`config.mk`:
```
export PLATFORM = sky130hd
export DESIGN_NAME = paralelo_serial_phy_tx
export DESIGN_NICKNAME = d
export VERILOG_FILES = /design/src/rtl/paralelo_serial_phy_tx.sv
export SDC_FILE = /design/constraint.sdc
export NUM_CORES = 1
export LEC_CHECK = 0
export CAP_MARGIN = 20
export CORE_MARGIN = 1
export CORE_UTILIZATION = 51
export DETAILED_ROUTE_END_ITERATION = 7
export GPL_TIMING_DRIVEN = 0
export PLACE_DENSITY = 0.77
export SETUP_SLACK_MARGIN = 0.15
export SLEW_MARGIN = 20
export SYNTH_ARGS = -nofsm -noshare
export SYNTH_HDL_FRONTEND = slang
export SYNTH_SLANG_ARGS = --single-unit
```
`constraint.sdc`:
```
create_clock -name clk_32f -period 3.6 [get_ports clk_32f]
set_input_delay 0.54 -clock clk_32f [delete_from_list [all_inputs] [get_ports clk_32f]]
set_output_delay 0.54 -clock clk_32f [all_outputs]
set_load 0.05 [all_outputs]
```
`src/rtl/paralelo_serial_phy_tx.sv`:
```
// ---------------------------------------------------------------------------
// paralelo_serial_phy_tx
//
// Transmit-side parallel-to-serial stage of the PHY. After reset it sends
// SYNC_COUNT COM symbols. It then serializes accepted bytes MSB-first, one
// bit per clk_32f. A byte slot with no valid data carries the IDLE symbol.
// Symbols are continuous 8-cycle frames with no gaps between them.
//
// Ports:
//   clk_32f         bit clock; all state updates on its rising edge
//   default_values  asynchronous active-low reset
//   data_in[7:0]    parallel byte from the upstream source
//   valid_in        data_in holds a byte to send
//   ready_out       high on the last bit cycle of a symbol while in RUN;
//                   a byte transfers on a rising edge with valid_in && ready_out
//   data_out        serial bit stream, MSB first (shift_reg[7])
//   active          high while in RUN
//   idle_out        high while the IDLE symbol is on data_out
// ---------------------------------------------------------------------------
module paralelo_serial_phy_tx #(
    parameter logic [7:0]  COM_SYMBOL  = 8'hBC,
    parameter logic [7:0]  IDLE_SYMBOL = 8'h7C,
    parameter int unsigned SYNC_COUNT  = 4
) (
    input  logic       clk_32f,
    input  logic       default_values,
    input  logic [7:0] data_in,
    input  logic       valid_in,
    output logic       ready_out,
    output logic       data_out,
    output logic       active,
    output logic       idle_out
);

    typedef enum logic {
        SYNC = 1'b0,
        RUN  = 1'b1
    } state_t;

    // This is the value com_cnt holds when the final COM symbol is loaded.
    // Comparing against it is the same as testing com_cnt+1 == SYNC_COUNT,
    // and it avoids a carry into a fifth bit.
    localparam logic [3:0] SYNC_LAST = 4'(SYNC_COUNT - 1);

    state_t     state;
    state_t     state_next;
    logic [7:0] shift_reg;
    logic [7:0] shift_next;
    logic [2:0] bit_cnt;
    logic [2:0] bit_next;
    logic [3:0] com_cnt;
    logic [3:0] com_next;
    logic       idle_flag;
    logic       idle_next;
    logic       load_slot;

    // bit_cnt resets to 7, so the first edge after reset is already a load
    // slot. That edge puts the first COM symbol straight onto the line.
    assign load_slot = (bit_cnt == 3'd7);

    always_ff @(posedge clk_32f or negedge default_values) begin
        if (!default_values) begin
            state     <= SYNC;
            shift_reg <= 8'h00;
            bit_cnt   <= 3'd7;
            com_cnt   <= 4'd0;
            idle_flag <= 1'b0;
        end else begin
            state     <= state_next;
            shift_reg <= shift_next;
            bit_cnt   <= bit_next;
            com_cnt   <= com_next;
            idle_flag <= idle_next;
        end
    end

    // Between symbol boundaries the register shifts left, so shift_reg[7]
    // walks from MSB to LSB. At a boundary the next symbol is loaded in
    // place of the shift. This gives back-to-back symbols with no bubble.
    always_comb begin
        state_next = state;
        shift_next = {shift_reg[6:0], 1'b0};
        bit_next   = bit_cnt + 3'd1;
        com_next   = com_cnt;
        idle_next  = idle_flag;

        if (load_slot) begin
            bit_next = 3'd0;
            unique case (state)
                SYNC: begin
                    shift_next = COM_SYMBOL;
                    idle_next  = 1'b0;
                    // com_cnt stops at its maximum and is not used in RUN.
                    if (com_cnt != 4'hF) begin
                        com_next = com_cnt + 4'd1;
                    end
                    if (com_cnt == SYNC_LAST) begin
                        state_next = RUN;
                    end
                end
                RUN: begin
                    if (valid_in) begin
                        shift_next = data_in;
                        idle_next  = 1'b0;
                    end else begin
                        shift_next = IDLE_SYMBOL;
                        idle_next  = 1'b1;
                    end
                end
                default: begin
                    state_next = SYNC;
                end
            endcase
        end
    end

    // ready_out is decoded from registers only, so it does not depend on
    // valid_in. The source can therefore look at it without forming a loop.
    assign ready_out = (state == RUN) && load_slot;
    assign active    = (state == RUN);
    assign data_out  = shift_reg[7];
    assign idle_out  = idle_flag;

endmodule
```
* After elaboration in Yosys (flattened, before gate mapping)
Index checks and enable logic that the tools add are counted.
** Storage, ports and cells
- Output and inout port bits :: 4
- Word-level logic and storage cells :: 21
- Input port bits :: 11
- Flip-flop bits (word level) :: 17
** Cells by class
- Reduce and logical (&&, ||, !) cells :: 2
- Muxes and demuxes :: 8
- Add/subtract/negate cells :: 2
- Equal/unequal tests :: 3
- Bitwise logic cells :: 1
** Operators with widths (number)
- 8-bit 2-to-1 mux :: 2
- 8-bit case mux with 2 select lines :: 1
- 4-bit by 1-bit adder with 4-bit output, second input constant :: 1
- 4-bit by 2-bit == test with 1-bit output, second input constant :: 1
- 4-bit inequality test, second input constant :: 1
- 3-bit by 1-bit adder with 3-bit output, second input constant :: 1
- 3-bit == test, second input constant :: 1
- 1-bit 2-to-1 mux :: 3
- 3-bit 2-to-1 mux :: 1
- 3-bit AND reduction :: 1
- 1-bit case mux with 2 select lines :: 1
- 1-bit logical AND :: 1
- 1-bit inverter :: 1

* Logic depth before layout (Yosys ltp)
Gate-level depths: netlist (run 1).
- Depth in word-level cells :: 3
- Depth in mapped cells :: 6
- Gate-level depth less buffers :: 5

* Least setup slack after synthesis (run 1)
OpenSTA, ideal clock, no wires.
- Path kind :: register -> output
- Start :: register bit_cnt[0]
- End :: output port ready_out
- Slack :: 1.797 ns
- Buffers on the path :: 1
- Data required time :: 3.060 ns
- Stages on the path, launching flop included :: 5
- Arrival time :: 1.263 ns
- Cells stage by stage :: dfstp_2 -> ha_1 -> ha_1 -> buf_2 -> and2_2
** On the way
- Cells in the longest elaborated chain, start to end :: 2
** RTL lines
- start: declaration :: line 49 : logic [2:0] bit_cnt;
- start signal: assignment :: line 71 : bit_cnt <= bit_next;
- 3-bit == test :: line 59 : assign load_slot = (bit_cnt == 3'd7);
- 1-bit logical AND :: line 119 : assign ready_out = (state == RUN) && load_slot;
- end: declaration :: line 29 : output logic ready_out,
No other way between the ends.

* Final worst setup path (run 1)
Same ends and word-level chain as after synthesis.

==> results.py, run 1 <==
metrics = {
    "floorplanning": {
        "core_area_mm2": 0.00128,
        "start_util": 0.546,
        "fp.dieH_um": 39.1,
        "num_io_pins": 15,
        "die_area_mm2": 0.00153,
        "num_rows": 13,
        "die_width_um": 39.1,
    },
    "sta": {
        "fin_crit_sh": 0.789,
        "drv_slew": 0,
        "clock.fmax_mhz": 352,
        "worst_slew_pin_slew_ps": 728,
        "finClkSkew_ps": 3.20,
        "grt_setup_unrepaired": "no",
        "setup_ws_ps": 759,
        "max_slew_margin": 0.513,
        "fin_crit_ps": 2840,
        "fin_setup_tns_ps": 0,
        "setup_viol": 0,
        "hold_violations": 0,
    },
    "setup_path": {
        "crit_chain": "ha_1 -> ha_1 -> buf_2 -> and2_2 -> clkdlybuf4s50_1",
        "cp_top_family": "buffers and inverters",
        "worst_ep_required_time_ps": 3060,
        "cpMostUsedCell": "ha_1",
        "max_stage_delay_ps": 800,
        "critPathMaxFanout": 10,
        "start_kind": "register",
        "path_class": "register to output pin",
        "path_buf_inv": 2,
        "worstPathArrival_ps": 2300,
        "setup.worst_path.end_class": "output pin",
        "slowest_stage": "clkdlybuf4s50_1",
    },
    "finish": {
        "area_delta_synth_final_pct": 26.6,
        "largest_reg_flops": 8,
        "antenna_cells_inserted": 0,
        "fin_util": 0.691,
        "final_nets": 96,
        "drive_above_1_share": 0.173,
    },
    "drt": {
        "wl_met1_um": 543,
        "met3_length_um": 47,
        "dr.max_layer_used": "met4",
        "route.detailed.drc": 0,
        "first_pass_iters": 3,
        "first_iter_violations": 1,
        "postRouteAntennaNets": 0,
        "drt_wl_total_mm": 1.16,
        "wl_per_cell_um": 12.1,
        "met2_length_um": 549,
        "vias": 486,
        "route.detailed.vias_per_inst": 5.06,
    },
    "clock_network": {
        "cts.path.max_buffers": 2,
        "cts_buffers": 3,
        "path_clk_slew_ps": 90,
        "insertion_delay_ps": 280,
        "clock-sinks": 17,
        "hold_buffers": 0,
        "cts_setup_buffers": 0,
        "root_buffer": "clkbuf_4",
        "htree_num_levels": 1,
        "cts_tree": "yes",
        "post_cts_resized": 0,
    },
    "pwr": {
        "power_leakage_nw": 0.406,
        "power.switching_mw": 0.0714,
        "clkPwrFrac": 0.303,
        "p_int_mw": 0.251,
        "ir_drop_mv": 0.262,
        "p_comb_frac": 0.087,
        "p_seq_frac": 0.610,
        "cellPowerDensity_mw_per_mm2": 363,
        "p_sw_frac": 0.222,
    },
    "run_status": {
        "outcome": "finished clean",
    },
    "flow_run": {
        "cap_viol_max_count": 0,
    },
    "synth": {
        "synth_top_area_share": 0.499,
        "yosysMostFrequentCell": "dfrtp_1",
        "synthFlopType": "dfrtp_1",
        "synth_area_leaders": "dfrtp_1 50%, dfstp_2 11%, nor2_1 5.9%",
        "yosysUniqueCellTypes": 23,
        "ys_async_sr_fraction": 1.00,
        "synth.cells.most_frequent": "14 x dfrtp_1, 11 x nor2_1, 5 x a21oi_1",
        "ys_ff_latch": 17,
        "syn_area_um2": 702,
        "avgSynthCellArea_um2": 11.1,
        "yosys.area.top_type": "dfrtp_1",
        "syn-num-nets": 77,
        "yosysWarnings": 0,
        "ys_seq_area_frac": 0.611,
        "synthCells": 63,
        "synth_edf_count": 0,
    },
    "grt": {
        "grt_pass1_wl_mm": 1.87,
        "grt_pass1_vias": 455,
        "track_usage": 0.192,
        "grt.overflow.total": 0,
        "grt_max_degree": 18,
        "antenna_found_initial": 0,
    },
    "placed_design": {
        "place_ws_ps": 1070,
        "portBuffers": 14,
        "dp_hpwl_um": 867,
        "place.gp.congestion": 0.644,
    },
    "worst_hold_path": {
        "min_path_type": "register to register",
    },
}
[power groups by stage]
stage | sequential (mW) | clock (mW) | combinational, mW
2_1_floorplan | 0.204 | 0 | 0.00576
3_3_place_gp | 0.200 | 0 | 0.0276
3_5_place_dp | 0.200 | 0 | 0.0281
4_1_cts | 0.197 | 0.102 | 0.0284
5_1_grt | 0.197 | 0.110 | 0.0308
6_report | 0.197 | 0.0977 | 0.0279
[final timing paths]
check,end,slack (ps),cells past startpoint,start
hold reg to reg,com_cnt[0],520,1,com_cnt[0]
setup reg to reg,com_cnt[3],2000,5,bit_cnt[0]
max in group asynchronous,com_cnt[0],2460,1,default_values
min in group asynchronous,shift_reg[0],680,1,default_values
hold / removal,com_cnt[0],520,1,com_cnt[0]
setup / recovery,ready_out,760,5,bit_cnt[0]
[per-layer routing]
layer | track usage | vias to the layer above
met2 | 0.271 | 10
li1 | - | 249
met5 | 0 | -
met4 | 0.129 | 0
met3 | 0.0520 | 4
met1 | 0.253 | 223
[through the flow]
step	power (mW)	hold WS (ps)	cell area, µm²	instances
after floorplan	0.210	244	702	63
after global placement	0.228	473	861	92
after detailed placement	0.228	489	861	92
after CTS	0.327	520	888	96
after global routing	0.338	550	888	96
final	0.322	523	888	96
[cell families after synthesis]
logic type,synth area share
AND/OR/NAND/NOR,0.155
AO/OA/AOI/OAI,0.105
flip-flops,0.611
multiplexers,0.0321
buffers and inverters,0.0303
XOR/XNOR,0.0125
adder cells (fa/ha/maj),0.0535
[placed cells by master (no fill, tap or decap), drive strengths merged]
master	synthesis	routed
a21oi	5	5
a31o	2	2
a31oi	2	2
and2	1	1
and3	1	1
buf	2	2
clkbuf	0	3
clkdlybuf4s50	0	14
clkinv	0	1
dfrtp	14	14
dfstp	3	3
ha	3	3
inv	3	3
mux2	2	2
nand2	4	4
nand2b	1	1
nand3	1	1
nand4	1	1
nor2	11	11
nor2b	3	3
o211ai	1	1
o21ai	1	1
o22ai	1	1
xnor2	1	1
[worst reg2reg max path: cells and delay by family (launching register included)]
family / cells / cell delay, ps
multiplexers: 1 / 320
adder cells (fa/ha/maj): 2 / 290
flip-flops: 1 / 550
AND/OR/NAND/NOR: 2 / 330
[cell type report]
class                           instances  area [µm²]
Sequential cell                        17         429
Fill cell                             100         397
Multi-Input combinational cell         41         251
Timing Repair Buffer                   14         140
Clock buffer                            3        22.5
Tap cell                               15        18.8
Inverter                                3        11.3
Buffer                                  2        10.0
Clock inverter                          1        5.00
Power figures use the tool's default switching activity.
==> run 2, diff against run 1 <==
- CORE_UTILIZATION: 51 -> 47
- PLACE_DENSITY: 0.77 -> 0.72
- clock period: 3.6 -> 2.9 ns (I/O delays scaled with it)
==> results.py, run 2 (synthesis gave the netlist of run 1 again) <==
metrics = {
    "floorplanning": {
        "start_util": 0.520,
        "num_rows": 13,
        "die_width_um": 40.6,
        "num_io_pins": 15,
        "die_area_mm2": 0.00165,
        "core_area_mm2": 0.00135,
        "fp.dieH_um": 40.6,
    },
    "finish": {
        "final_common_cell": "dfrtp_1",
        "drive_above_1_share": 0.173,
        "final_nets": 96,
        "antenna_cells_inserted": 0,
        "fill_cells": 115,
        "fin_util": 0.657,
        "fin_area_um2": 887,
        "final_cell_mix": "14 x dfrtp_1, 13 x clkdlybuf4s50_1, 11 x nor2_1",
        "largest_reg_flops": 8,
        "area_delta_synth_final_pct": 26.4,
    },
    "placed_design": {
        "place.gp.congestion": 0.646,
        "portBuffers": 14,
        "post_dp_cell_area_um2": 861,
        "place_ws_ps": 475,
        "dp_hpwl_um": 862,
    },
    "drt": {
        "first_pass_iters": 2,
        "wl_per_cell_um": 12.5,
        "postRouteAntennaNets": 0,
        "route.detailed.drc": 0,
        "route.detailed.vias_per_inst": 5.17,
        "first_iter_violations": 5,
        "vias": 496,
        "drt_wl_total_mm": 1.20,
    },
    "clock_network": {
        "hold_buffers": 0,
        "clock-sinks": 17,
        "cts_buffers": 3,
        "cts_tree": "yes",
        "cts.path.max_buffers": 2,
        "root_buffer": "clkbuf_4",
        "path_clk_slew_ps": 100,
        "htree_num_levels": 1,
        "insertion_delay_ps": 290,
    },
    "run_status": {
        "outcome": "finished clean",
    },
    "pwr": {
        "cellPowerDensity_mw_per_mm2": 456,
        "power_leakage_nw": 0.411,
        "ir_drop_mv": 0.267,
        "fin_total_pwr_mw": 0.404,
    },
    "setup_path": {
        "rr_startpoint": "bit_cnt[0]",
        "path_buf_inv": 2,
        "rrSetupSlack_ps": 1270,
        "crit_chain": "ha_1 -> ha_1 -> buf_2 -> and2_2 -> dlygate4sd2_1",
        "start_kind": "register",
        "critPathLaunch": "bit_cnt[0]",
        "cpMostUsedCell": "ha_1",
        "critical_path.endpoint": "ready_out",
        "slowest_stage": "dfstp_2",
        "path_class": "register to output pin",
        "max_stage_delay_ps": 550,
        "path_depth": 5,
        "cp_top_family": "buffers and inverters",
        "worst_ep_required_time_ps": 2470,
        "r2r_cells": 5,
        "setup.worst_path.end_class": "output pin",
        "worstPathArrival_ps": 2050,
        "r2r-end": "com_cnt[3]",
        "critPathMaxFanout": 10,
    },
    "sta": {
        "drv_slew": 0,
        "max_slew_margin": 0.514,
        "setup_ws_ps": 413,
        "finClkSkew_ps": 7.49,
        "hold_violations": 0,
        "worst_slew_pin_slew_ps": 726,
        "fin_crit_sh": 0.858,
        "setup_viol": 0,
        "clock.fmax_mhz": 402,
        "fin_crit_ps": 2490,
        "grt_setup_unrepaired": "no",
        "fin_setup_tns_ps": 0,
    },
    "grt": {
        "antenna_found_initial": 0,
        "track_usage": 0.176,
        "grt_pass1_vias": 421,
        "grt.overflow.total": 0,
        "grt_max_degree": 18,
        "grt_pass1_wl_mm": 1.81,
    },
    "flow_run": {
        "cap_viol_max_count": 0,
    },
    "worst_hold_path": {
        "min_path_type": "register to register",
    },
}
==> run 2: worst min path at each step <==
| stage | from | to | slack (ps) | depth (start not counted) |
|---|---|---|---|---|
| after CTS | com_cnt[0] | com_cnt[0] | 520 | 1 |
| after detailed placement | shift_reg[2] | shift_reg[3] | 490 | 2 |
| after floorplan | default_values | active | 140 | 0 |
| after global placement | shift_reg[3] | shift_reg[4] | 470 | 2 |
| final | com_cnt[0] | com_cnt[0] | 510 | 1 |
| after global routing | bit_cnt[0] | bit_cnt[0] | 540 | 1 |
==> run 2: final cells by class <==
class	count	area, µm²	share of cell area
clock buffer	3	22.5	0.0254
timing repair buffer	14	139	0.157
tap	15	18.8	0.0212
buffer	2	10.0	0.0113
sequential	17	429	0.484
clock inverter	1	5.00	0.00564
multi-input combinational	41	251	0.283
inverter	3	11.3	0.0127
==> run 2: repair_timing <==
action	4_1_cts	5_1_grt
setup buffers	0	0
resized for setup	1	0
endpoints found under the setup margin	1	0
==> run 2: per-layer routing <==
| layer | vias up | wire, µm | GRT usage |
|---|---|---|---|
| met2 | 10 | 529 | 0.222 |
| met1 | 235 | 613 | 0.245 |
| li1 | 249 | - | - |
| met4 | 0 | 11 | 0.125 |
| met5 | - | 0 | 0 |
| met3 | 2 | 48 | 0.0652 |
==> run 2: per-stage QoR <==
stage | hold WS (ps) | std cells
after floorplan | 139 | 63
after global placement | 473 | 92
after detailed placement | 493 | 92
after CTS | 520 | 96
after global routing | 541 | 96
final | 511 | 96
==> run 2: power breakdown <==
part	switching, mW	total (mW)	internal [mW]
combinational	0.0167	0.0344	0.0177
sequential	0.00159	0.244	0.243
clock	0.0743	0.126	0.0513
==> run 2: worst reg2reg max path: cells and delay by family (launching register included) <==
kind	cells	cell delay [ps]
DFF	1	550
and+or+nand+nor	2	350
muxes	1	320
adders and majority gates	2	300
